File: src/rtl/switch_debounce_pkg.sv
// Shared constants and the per-bit qualification decision type for switch_debounce.
// The bench uses DB_STABLE_CYC_SIM so that qualification takes a handful of cycles.
package switch_debounce_pkg;

  localparam int DB_WIDTH          = 8;
  localparam int DB_CNT_W          = 16;
  localparam int DB_STABLE_CYC     = 50000;
  localparam int DB_STABLE_CYC_SIM = 4;

  // What a single bit does at the next edge.
  typedef enum logic [1:0] {
    DB_IDLE   = 2'd0,
    DB_MATCH  = 2'd1,
    DB_COUNT  = 2'd2,
    DB_ACCEPT = 2'd3
  } db_act_e;

  // Terminal count value: the counter never goes past STABLE_CYC-1.
  function automatic int db_cnt_last(input int stable_cyc);
    return stable_cyc - 1;
  endfunction

endpackage

File: src/rtl/debounce_bit.sv
// One debounced bit: two-flop synchronizer, stability counter and accepted level.
// upd is a registered strobe that is high in the cycle q first shows a new level.
module debounce_bit
  import switch_debounce_pkg::*;
#(
  parameter int CNT_W      = DB_CNT_W,
  parameter int STABLE_CYC = DB_STABLE_CYC
) (
  input  logic clk,
  input  logic rst,
  input  logic en,
  input  logic d,
  output logic q,
  output logic upd
);

  localparam logic [CNT_W-1:0] CNT_LAST = CNT_W'(db_cnt_last(STABLE_CYC));

  logic             s1_r;
  logic             s2_r;
  logic             q_r;
  logic             upd_r;
  logic [CNT_W-1:0] cnt_r;

  db_act_e          act_s;
  logic [CNT_W-1:0] cnt_nxt_s;
  logic             q_nxt_s;
  logic             upd_nxt_s;

  // Synchronizer keeps sampling regardless of en.
  always_ff @(posedge clk) begin
    if (rst) begin
      s1_r <= 1'b0;
      s2_r <= 1'b0;
    end else begin
      s1_r <= d;
      s2_r <= s1_r;
    end
  end

  // Classify this cycle; a bounce back to q restarts qualification.
  always_comb begin
    act_s = DB_IDLE;
    if (!en) begin
      act_s = DB_IDLE;
    end else if (s2_r == q_r) begin
      act_s = DB_MATCH;
    end else if (cnt_r == CNT_LAST) begin
      act_s = DB_ACCEPT;
    end else begin
      act_s = DB_COUNT;
    end
  end

  // Next counter, level and strobe values from the classification.
  always_comb begin
    cnt_nxt_s = cnt_r;
    q_nxt_s   = q_r;
    upd_nxt_s = 1'b0;
    case (act_s)
      DB_COUNT: begin
        cnt_nxt_s = cnt_r + CNT_W'(1);
      end
      DB_ACCEPT: begin
        cnt_nxt_s = '0;
        q_nxt_s   = s2_r;
        upd_nxt_s = 1'b1;
      end
      DB_MATCH: begin
        cnt_nxt_s = '0;
      end
      DB_IDLE: begin
        cnt_nxt_s = '0;
      end
      default: begin
        cnt_nxt_s = '0;
      end
    endcase
  end

  // Qualification state; reset discards any partial count.
  always_ff @(posedge clk) begin
    if (rst) begin
      cnt_r <= '0;
      q_r   <= 1'b0;
      upd_r <= 1'b0;
    end else begin
      cnt_r <= cnt_nxt_s;
      q_r   <= q_nxt_s;
      upd_r <= upd_nxt_s;
    end
  end

  assign q   = q_r;
  assign upd = upd_r;

endmodule

File: src/rtl/switch_debounce.sv
// Debounces a raw switch vector for the priority encoder; chg strobes on any change.
// Optional rise vector is built only when SWITCH_DEBOUNCE_RISE_EN is defined.
module switch_debounce
  import switch_debounce_pkg::*;
#(
  parameter int WIDTH      = DB_WIDTH,
  parameter int CNT_W      = DB_CNT_W,
  parameter int STABLE_CYC = DB_STABLE_CYC
) (
  input  logic             clk,
  input  logic             rst,
  input  logic             en,
  input  logic [WIDTH-1:0] raw,
  output logic [WIDTH-1:0] in_db,
  output logic             chg
`ifdef SWITCH_DEBOUNCE_RISE_EN
  ,
  output logic [WIDTH-1:0] rise
`endif
);

  logic [WIDTH-1:0] q_s;
  logic [WIDTH-1:0] upd_s;

  for (genvar i = 0; i < WIDTH; i++) begin : g_bit
    debounce_bit #(
      .CNT_W      (CNT_W),
      .STABLE_CYC (STABLE_CYC)
    ) u_bit (
      .clk (clk),
      .rst (rst),
      .en  (en),
      .d   (raw[i]),
      .q   (q_s[i]),
      .upd (upd_s[i])
    );
  end

  // Both terms are flop outputs, so chg and rise stay glitch-free and aligned with in_db.
  assign in_db = q_s;
  assign chg   = |upd_s;

`ifdef SWITCH_DEBOUNCE_RISE_EN
  assign rise = upd_s & q_s;
`endif

endmodule

File: config.mk
export PLATFORM = sky130hd
export DESIGN_NAME = switch_debounce
export DESIGN_NICKNAME = d
export VERILOG_FILES = /design/src/rtl/switch_debounce_pkg.sv /design/src/rtl/debounce_bit.sv /design/src/rtl/switch_debounce.sv
export SDC_FILE = /design/constraint.sdc
export NUM_CORES = 1
export LEC_CHECK = 0
export ABC_AREA = 1
export CAP_MARGIN = 0
export CORE_ASPECT_RATIO = 1.75
export CORE_MARGIN = 2
export CORE_UTILIZATION = 35
export CTS_CLUSTER_SIZE = 40
export DETAILED_ROUTE_END_ITERATION = 8
export SETUP_SLACK_MARGIN = 0.1
export SLEW_MARGIN = 20
export SYNTH_ARGS = -nofsm -noshare
export SYNTH_HDL_FRONTEND = slang
export SYNTH_HIERARCHICAL = 1
export SYNTH_SLANG_ARGS = --single-unit
File: constraint.sdc
create_clock -name clk -period 1.3 [get_ports clk]
set_input_delay 0.26 -clock clk [delete_from_list [all_inputs] [get_ports clk]]
set_output_delay 0.26 -clock clk [all_outputs]
set_load 0.1 [all_outputs]
==> reports/results.tsv, run 1 <==
stage	metric	value	unit
grt	GR Overflow Total	0	
clock_tree	CTS tree	yes	
synthesis	most instantiated library cell after synthesis	nand2_1	
clock_tree	TritonCTS Sinks	160	
pwr	Worst VDD drop	0.963	mV
synthesis	Yosys cell types	16	
setup_path	Worst setup SP type	register	
pwr	clock power share	50.5	%
pwr	Net Sw Power	0.00223	W
timing	worst slew pin tran	279	ps
clock_tree	total CTS buffers	17	
synthesis	Cells after Synth	1199	
timing	hold slack	351	ps
drt	drt total wl	20600	um
pwr	Seq pwr share	47.3	%
final_layout	area of the multi-input gates	5460	um^2
synthesis	fraction of registers with async set/reset	0	%
grt	gr usage total	16.9	%
final_layout	share of post-route cells with drive strength above 1	41.2	%
final_layout	Filler cells	2085	
setup_path	cell mode on critical path	nand2_2	
setup_path	critical path endpoint	chg	
pwr	pwr dens	887	nW/um^2
timing	Final Cycle Share	111	%
grt	vias in the first global route	7573	
synthesis	cell area after synthesis	7940	um^2
drt	ANT nets after route	0	
pwr	combinational group share of total power	2.2	%
final_layout	area delta synth->final	46.7	%
synthesis	Main synth FF type	dfxtp_1	
clock_tree	clock buffer depth	2	
synthesis	synth warn	6	
timing	Slew Limit Headroom	81.4	%
timing	Post-Route Skew	8.08	ps
final_layout	Antenna Cells	0	
setup_path	arrival time worst endpoint	1190	ps
clock_tree	Clk Latency, worst-skew pair	430	ps
timing	final worst setup slack	-148	ps
synthesis	number of synthesized flops with an enable pin	0	
final_layout	Non-Filler Instances	1657	
timing	Final min period	1450	ps
final_layout	Reg area	3400	um^2
timing	fin. max-slew vios	0	
clock_tree	Clk pin slew, worst setup/hold paths	60	ps
setup_path	CP Max Fanout	1	
floorplanning	I/O pin cnt	20	
final_layout	Layout Nets	1363	
synthesis	leading area contributor after synthesis	dfxtp_1	
pwr	leakage	4.29	nW
placed_design	Post-Place Cells	1577	
setup_path	CP Class	register to primary output	
clock_tree	htree depth	4	
synthesis	top post-synthesis cells by area	dfxtp_1 40%, nand2_1 15%, nor2_1 14%, inv_1 7.6%, nand3_1 4.5%	
grt	pin count of the biggest net entering global routing	18	
synthesis	top cell type's share of synthesized area	40.3	%
pwr	sw frac	21.6	%
synthesis	number of synthesized register bits	160	
drt	# DRC	0	
timing	count of final setup violators	1	
setup_path	R2R cell count	6	
outcome	failing checks	setup timing	
job	MaxCap Viol Count	0	
floorplanning	Die Area	24000	um^2
worst_hold_path	worst hold path class	primary input to register	
setup_path	CP max-delay cell	dfxtp_2	
drt	via count	7830	
grt	initial antenna violation count	0	
placed_design	port bufs	19	
placed_design	RePlAce Congestion	0.801	
drt	wire per inst	12.4	um
synthesis	sequential fraction of the synthesis area	40.3	%
timing	final hold violation count	0	
timing	RSZ-0062 raised after global routing	yes	
floorplanning	cell row count	73	
setup_path	Worst path max stage delay	320	ps
outcome	status	finished with violations	
synthesis	syn_nets	1218	
synthesis	most frequent cells after synthesis	309 x nand2_1, 298 x nor2_1, 160 x dfxtp_1, 160 x inv_1, 72 x nand3_1	
pwr	Pint	0.00810	W
synthesis	Mapped Avg Cell Area	6.63	um^2
clock_tree	hold buffers post-CTS	0	
setup_path	crit end category	primary output	
drt	DR iter-0 viols	370	
clock_tree	Root Driver	clkbuf_16	
placed_design	dpl hpwl	12700	um
floorplanning	Initial Util	35.4	%
setup_path	r2r setup slk	60	ps
timing	Highest Clock Rate	691	MHz
drt	number of vias per cell	4.73	
setup_path	reg-to-reg endpoint	g_bit[0].u_bit/cnt_r[8]	
grt	first-pass GRT wire length	33400	um
setup_path	reg-to-reg startpoint	g_bit[0].u_bit/cnt_r[1]	
drt	TritonRoute pass-1 iters	4	
floorplanning	Die Span Y	203	um
floorplanning	chip width	118	um
setup_path	CP startpoint	g_bit[4].u_bit/upd	
setup_path	CP cell instances	inv_2 > nand2_2 > nor2_2 > nand2_2 > buf_12	
timing	Total Neg Setup Slack	-148	ps
floorplanning	Core Area	22500	um^2
setup_path	CP required	1040	ps
## power by group through the flow
stage	combinational, W	clock (W)	sequential [W]
finish	0.000228	0.00522	0.00489
global route	0.000248	0.00557	0.00489
CTS	0.000209	0.00539	0.00493
detailed placement	0.000178	0	0.00504
global placement	0.000178	0	0.00504
floorplan	0.0000842	0	0.00503
## layer usage
layer  up-vias  part of all wire (%)  wire (um)  global-route usage [%]
li1       4009                     -          -                       -
met1      3649                    38       7850                    16.6
met2       113                    55      11300                    32.8
met3        59                   2.5        518                    3.30
met4         0                   4.3        890                    9.51
met5         -                     0          0                       0
## repair_timing
item | 4_1_cts | 5_1_grt
cloned | 8 | 0
resized for setup | 142 | 339
endpoints found under the hold margin | 0 | 0
buffers inserted | 21 | 21
pin swaps | 49 | 129
setup endpoints to repair | 143 | 146
## through the flow
step	power, W	utilization [%]	area, um^2	worst slack, ps
after floorplan	0.00512	-	8060	102
after global placement	0.00521	40.7	9150	-261
after detailed placement	0.00521	40.7	9150	-290
after CTS	0.0105	46.7	10500	-193
after global routing	0.0107	51.8	11600	-227
final	0.0103	51.8	11600	-148
## layout by cell type (no fill, tap or decap), drive strengths merged
master / Yosys / final
clkbuf: 0 / 20
o21ai: 16 / 16
xnor2: 16 / 16
nor2: 314 / 314
xor2: 40 / 40
nand3: 80 / 88
clkinvlp: 0 / 6
nand4: 24 / 24
clkdlybuf4s50: 0 / 10
ha: 8 / 8
nand3b: 8 / 8
inv: 160 / 161
buf: 8 / 116
dfxtp: 160 / 160
nand2: 317 / 317
a21oi: 48 / 48
clkinv: 0 / 2
bufinv: 0 / 3
## cells by family after synthesis
kind of cell               after synthesis  synth area share (%)
AOI/OAI and AO/OA                       64                  4.03
DFF                                    160                  40.3
adders and majority gates                8                  1.26
xor gates and xnor gates                56                  6.17
buffers and inverters                  168                  8.69
and+or+nand+nor                        743                  39.5
## registers in the layout, indices dropped and copies added (netlist names)
| register | cells |
|---|---|
| g_bit.u_bit/q | 8 |
| g_bit.u_bit/cnt_r | 128 |
| g_bit.u_bit/upd | 8 |
| g_bit.u_bit/s1_r | 8 |
| g_bit.u_bit/s2_r | 8 |
## worst max-delay path: cells and delay by family, from the launching register on
kind	cells	cell delay [ps]
AND/OR/NAND/NOR	3	220
flip-flops	1	320
buffers and inverters	2	220
## final cells by class
| class | instances | area share [%] |
|---|---|---|
| flip-flops and latches | 160 | 29.2 |
| clock buffers | 20 | 3.93 |
| repair buffers | 126 | 10.1 |
| multi-input cells | 879 | 46.9 |
| clock inverters | 12 | 1.35 |
| inverters | 160 | 5.33 |
| well taps | 300 | 3.22 |
## how the worst min path moves through the flow
stage,startpoint,to,cells past startpoint
after floorplan,rst,g_bit[0].u_bit/s1_r,1
after global placement,g_bit[7].u_bit/s1_r,g_bit[7].u_bit/s2_r,2
after detailed placement,g_bit[4].u_bit/s1_r,g_bit[4].u_bit/s2_r,2
after CTS,raw[3],g_bit[3].u_bit/s1_r,3
after global routing,raw[4],g_bit[4].u_bit/s1_r,3
final,raw[3],g_bit[3].u_bit/s1_r,3
Power figures use the tool's default switching activity.
==> run 2: changes to the inputs <==
Settings changed: SKIP_CTS_REPAIR_TIMING set to 1.
==> reports/results.tsv, run 2 (synthesis results as in run 1) <==
stage	metric	value	unit
outcome	status	finished with violations	
outcome	failing checks	setup timing	
drt	ANT nets after route	0	
drt	number of vias per cell	4.68	
final_layout	Reg area	3390	um^2
clock_tree	clock buffer depth	2	
drt	via count	7706	
placed_design	dpl hpwl	12700	um
timing	count of final setup violators	1	
pwr	Net Sw Power	0.00224	W
clock_tree	TritonCTS Sinks	160	
final_layout	max reg flops	128	
setup_path	crit end category	primary output	
pwr	total power	0.0103	W
final_layout	commonest cells after routing, fill and taps aside	254 x nand2_1, 208 x nor2_1, 136 x inv_1	
grt	pin count of the biggest net entering global routing	18	
timing	Slew Limit Headroom	78.1	%
final_layout	area delta synth->final	43.2	%
job	MaxCap Viol Count	0	
pwr	Seq pwr share	47.4	%
pwr	sw frac	21.6	%
timing	Highest Clock Rate	683	MHz
clock_tree	Clk Latency, worst-skew pair	430	ps
setup_path	reg-to-reg endpoint	g_bit[1].u_bit/cnt_r[14]	
pwr	Pint	0.00811	W
worst_hold_path	worst hold path class	primary input to register	
clock_tree	CTS tree	yes	
setup_path	CP max-delay cell	dfxtp_1	
final_layout	Non-Filler Instances	1645	
placed_design	port bufs	19	
final_layout	most flop-heavy register	g_bit.u_bit/cnt_r	
final_layout	share of post-route cells with drive strength above 1	39.1	%
setup_path	cell mode on critical path	nand2_2	
final_layout	commonest non-fill, non-tap cell in the layout	nand2_1	
placed_design	worst slack, placed	-290	ps
pwr	leakage	4.17	nW
floorplanning	cell row count	73	
setup_path	CP cell instances	inv_2 > nand2_2 > nor2_2 > nand2_2 > buf_12	
final_layout	area of the multi-input gates	5330	um^2
setup_path	CP required	1040	ps
floorplanning	Die Area	24000	um^2
grt	first-pass GRT wire length	30200	um
setup_path	CP startpoint	g_bit[0].u_bit/upd	
grt	gr usage total	15.2	%
final_layout	Antenna Cells	0	
timing	final worst setup slack	-163	ps
pwr	combinational group share of total power	2.1	%
floorplanning	Core Area	22500	um^2
timing	worst slew pin tran	327	ps
timing	Post-Route Skew	9.13	ps
setup_path	critical path endpoint	chg	
timing	final hold violation count	0	
timing	Final Cycle Share	113	%
drt	DR iter-0 viols	439	
setup_path	CP Class	register to primary output	
placed_design	RePlAce Congestion	0.801	
drt	TritonRoute pass-1 iters	5	
timing	RSZ-0062 raised after global routing	yes	
setup_path	Worst path max stage delay	320	ps
grt	GR Overflow Total	0	
final_layout	Filler cells	2119	
setup_path	R2R cell count	7	
clock_tree	htree depth	4	
setup_path	r2r setup slk	20	ps
floorplanning	I/O pin cnt	20	
clock_tree	total CTS buffers	17	
clock_tree	Clk pin slew, worst setup/hold paths	60	ps
pwr	clock power share	50.5	%
pwr	pwr dens	909	nW/um^2
placed_design	Post-Place Cells	1577	
drt	# DRC	0	
floorplanning	Initial Util	35.4	%
drt	wire per inst	12.4	um
clock_tree	Root Driver	clkbuf_16	
pwr	Worst VDD drop	0.917	mV
grt	initial antenna violation count	0	
setup_path	Worst setup SP type	register	
final_layout	Layout Nets	1351	
timing	Final min period	1460	ps
floorplanning	chip width	118	um
setup_path	reg-to-reg startpoint	g_bit[1].u_bit/cnt_r[1]	
setup_path	arrival time worst endpoint	1200	ps
placed_design	area post-placement	9150	um^2
floorplanning	Die Span Y	203	um
setup_path	CP Max Fanout	1	
drt	drt total wl	20300	um
final_layout	Final Cell Area	11400	um^2
grt	vias in the first global route	7037	
timing	fin. max-slew vios	0	
## run 2: cell types whose count changed in the layout (fill, tap and decap cells not counted), sizes merged
| cell | before | now |
|---|---|---|
| buf | 116 | 104 |
## run 2: final cells by class
cell class,instances,share of cell area [%]
repair buffers,114,9.38
well taps,300,3.30
multi-input cells,879,46.8
inverters,160,5.30
flip-flops and latches,160,29.8
clock buffers,20,4.03
clock inverters,12,1.39
## run 2: worst min-delay path by stage
stage	from	to	slack, ps	depth (start not counted)
finish	raw[3]	g_bit[3].u_bit/s1_r	350	3
CTS	raw[3]	g_bit[3].u_bit/s1_r	330	3
global placement	g_bit[7].u_bit/s1_r	g_bit[7].u_bit/s2_r	400	2
global route	raw[4]	g_bit[4].u_bit/s1_r	360	3
floorplan	rst	g_bit[0].u_bit/s1_r	330	1
detailed placement	g_bit[4].u_bit/s1_r	g_bit[4].u_bit/s2_r	400	2
## run 2: through the flow
stage | TNS, ps | hold WS (ps) | util [%]
after floorplan | 0 | 331 | -
after global placement | -31130 | 400 | 40.7
after detailed placement | -33530 | 398 | 40.7
after CTS | -479 | 333 | 43.5
after global routing | -813 | 355 | 50.6
final | -163 | 348 | 50.6
## run 2: power groups by stage
| stage | clock (W) | combinational, W | sequential (W) |
|---|---|---|---|
| floorplan | 0 | 0.0000842 | 0.00503 |
| global placement | 0 | 0.000178 | 0.00504 |
| detailed placement | 0 | 0.000178 | 0.00504 |
| CTS | 0.00539 | 0.000179 | 0.00492 |
| global route | 0.00559 | 0.000237 | 0.00490 |
| finish | 0.00523 | 0.000215 | 0.00490 |
## run 2: layer usage
layer  wire (um)  vias up  track usage [%]
li1            -     3981                -
met1        7800     3585             15.5
met2       11400      100             29.4
met3         450       40             2.96
met4         704        0             6.88
met5           0        -                0
## run 2: critical path: cells and delay by family (launching register included)
| family | cells | cell delay (ps) |
|---|---|---|
| flip-flops | 1 | 320 |
| AND/OR/NAND/NOR | 3 | 230 |
| buffers and inverters | 2 | 220 |
==> run 3: changes to the inputs <==
Settings changed: ABC_AREA 1 to not set, CAP_MARGIN 0 to 20, CORE_MARGIN 2 to not set.
==> reports/results.tsv, run 3 <==
stage	metric	value	unit
timing	final hold violation count	0	
timing	Slew Limit Headroom	72.3	%
placed_design	dpl hpwl	11200	um
synthesis	sequential fraction of the synthesis area	45.5	%
grt	gr usage total	15.8	%
outcome	status	finished with violations	
pwr	leakage	3.80	nW
pwr	combinational group share of total power	1.9	%
setup_path	crit end category	register	
drt	ANT nets after route	0	
timing	Highest Clock Rate	601	MHz
setup_path	CP required	1620	ps
setup_path	critical path's top delay family	simple AND/OR/NAND/NOR gates	
outcome	failing checks	setup timing	
clock_tree	CTS tree	yes	
synthesis	fraction of registers with async set/reset	0	%
clock_tree	Root Driver	clkbuf_16	
pwr	Pint	0.00839	W
floorplanning	Initial Util	35.7	%
clock_tree	total CTS buffers	17	
setup_path	Worst setup SP type	register	
pwr	total power	0.0105	W
final_layout	commonest non-fill, non-tap cell in the layout	buf_4	
worst_hold_path	Hold Path Stages	2	
grt	pin count of the biggest net entering global routing	24	
synthesis	synth warn	6	
timing	fin. max-slew vios	0	
job	MaxCap Viol Count	0	
drt	via count	6101	
final_layout	Layout Nets	1024	
timing	Total Neg Setup Slack	-26100	ps
setup_path	Stages on worst setup path	5	
pwr	clock power share	51.3	%
synthesis	leading area contributor after synthesis	dfxtp_1	
final_layout	commonest cells after routing, fill and taps aside	212 x buf_4, 124 x dfxtp_1, 96 x xnor2_1	
pwr	Seq pwr share	46.7	%
timing	RSZ-0062 raised after global routing	yes	
drt	number of vias per cell	4.83	
floorplanning	chip width	109	um
pwr	Net Sw Power	0.00213	W
synthesis	number of synthesized register bits	160	
final_layout	share of post-route cells with drive strength above 1	48.4	%
clock_tree	clock buffer depth	2	
synthesis	most instantiated library cell after synthesis	dfxtp_1	
final_layout	most flop-heavy register	g_bit.u_bit/cnt_r	
synthesis	cell area after synthesis	7050	um^2
timing	Final Cycle Share	128	%
clock_tree	Clk Latency, worst-skew pair	420	ps
grt	GR Overflow Total	0	
timing	hold slack	383	ps
clock_tree	htree depth	4	
timing	Final min period	1660	ps
placed_design	RePlAce Congestion	0.812	
grt	first-pass GRT wire length	25900	um
synthesis	number of synthesized flops with an enable pin	0	
setup_path	arrival time worst endpoint	1980	ps
timing	worst slew pin tran	412	ps
synthesis	top cell type's share of synthesized area	45.5	%
synthesis	top post-synthesis cells by area	dfxtp_1 45%, xnor2_1 13%, nor2_1 8.0%, nand4_1 4.3%, nor3_1 2.8%	
drt	TritonRoute pass-1 iters	4	
synthesis	Main synth FF type	dfxtp_1	
setup_path	CP Class	register to register	
pwr	pwr dens	952	nW/um^2
synthesis	syn_nets	776	
final_layout	Antenna Cells	0	
setup_path	CP cell instances	or4_4 > nor4_4 > buf_4 > a21boi_2 > o21ba_2	
setup_path	CP Buf/Inv Count	1	
setup_path	CP Max Fanout	3	
setup_path	Worst path max stage delay	540	ps
timing	count of final setup violators	136	
drt	wire per inst	13.3	um
clock_tree	TritonCTS Sinks	160	
placed_design	port bufs	19	
drt	drt total wl	16800	um
setup_path	CP max-delay cell	or4_4	
floorplanning	Core Area	19700	um^2
clock_tree	Clk pin slew, worst setup/hold paths	60	ps
drt	DR iter-0 viols	178	
drt	# DRC	0	
synthesis	Yosys cell types	29	
grt	initial antenna violation count	0	
synthesis	most frequent cells after synthesis	160 x dfxtp_1, 151 x nor2_1, 102 x xnor2_1	
worst_hold_path	worst hold path class	primary input to register	
timing	final worst setup slack	-363	ps
floorplanning	Die Area	20700	um^2
final_layout	area delta synth->final	56.9	%
grt	vias in the first global route	6035	
floorplanning	I/O pin cnt	20	
pwr	Worst VDD drop	0.948	mV
setup_path	R2R cell count	5	
final_layout	max reg flops	128	
floorplanning	cell row count	68	
synthesis	Cells after Synth	757	
floorplanning	Die Span Y	190	um
synthesis	Mapped Avg Cell Area	9.31	um^2
pwr	sw frac	20.3	%
timing	Post-Route Skew	5.51	ps
run 3: power groups by stage:
stage               Sequential [W]  Combinational (W)  Clock (W)
floorplan                  0.00503          0.0000697          0
global placement           0.00503           0.000164          0
detailed placement         0.00503           0.000166          0
CTS                        0.00492           0.000166    0.00555
global route               0.00492           0.000218    0.00573
finish                     0.00492           0.000201    0.00540
run 3: cell families after synthesis:
| group | Yosys count | share of synthesized area, % |
|---|---|---|
| simple gates | 406 | 31.8 |
| buf+inv | 46 | 4.40 |
| xor+xnor | 119 | 14.8 |
| fa+ha+maj | 8 | 1.42 |
| flops | 160 | 45.5 |
| compound gates | 18 | 2.17 |
run 3: layer usage:
layer | track usage (%) | wire length [um]
met3 | 2.91 | 352
met4 | 7.49 | 543
met2 | 30.6 | 9610
met5 | 0 | 0
met1 | 15.6 | 6300
run 3: path summary, 6_finish.rpt:
| kind | end | slack (ps) | start |
|---|---|---|---|
| setup / recovery | g_bit[4].u_bit/q | -360 | g_bit[4].u_bit/cnt_r[10] |
| hold / removal | g_bit[3].u_bit/s1_r | 380 | raw[3] |
| hold reg to reg | g_bit[3].u_bit/s2_r | 430 | g_bit[3].u_bit/s1_r |
| setup reg to reg | g_bit[4].u_bit/q | -360 | g_bit[4].u_bit/cnt_r[10] |
run 3: area by class of cell:
cell class | count | area [um^2]
Multi-Input combinational cell | 551 | 4480
Tap cell | 245 | 307
Inverter | 23 | 86.3
Clock inverter | 10 | 145
Timing Repair Buffer | 252 | 2250
Sequential cell | 160 | 3280
Clock buffer | 22 | 507
Fill cell | 1697 | 8690
run 3: per-stage QoR:
stage | cells | setup WS (ps) | util (%) | area, um^2
floorplan | 757 | -296 | - | 7330
global placement | 1220 | -475 | 47.9 | 9460
detailed placement | 1220 | -467 | 47.9 | 9460
CTS | 1252 | -484 | 51.2 | 10100
global route | 1263 | -422 | 56.0 | 11100
finish | 1263 | -363 | 56.0 | 11100
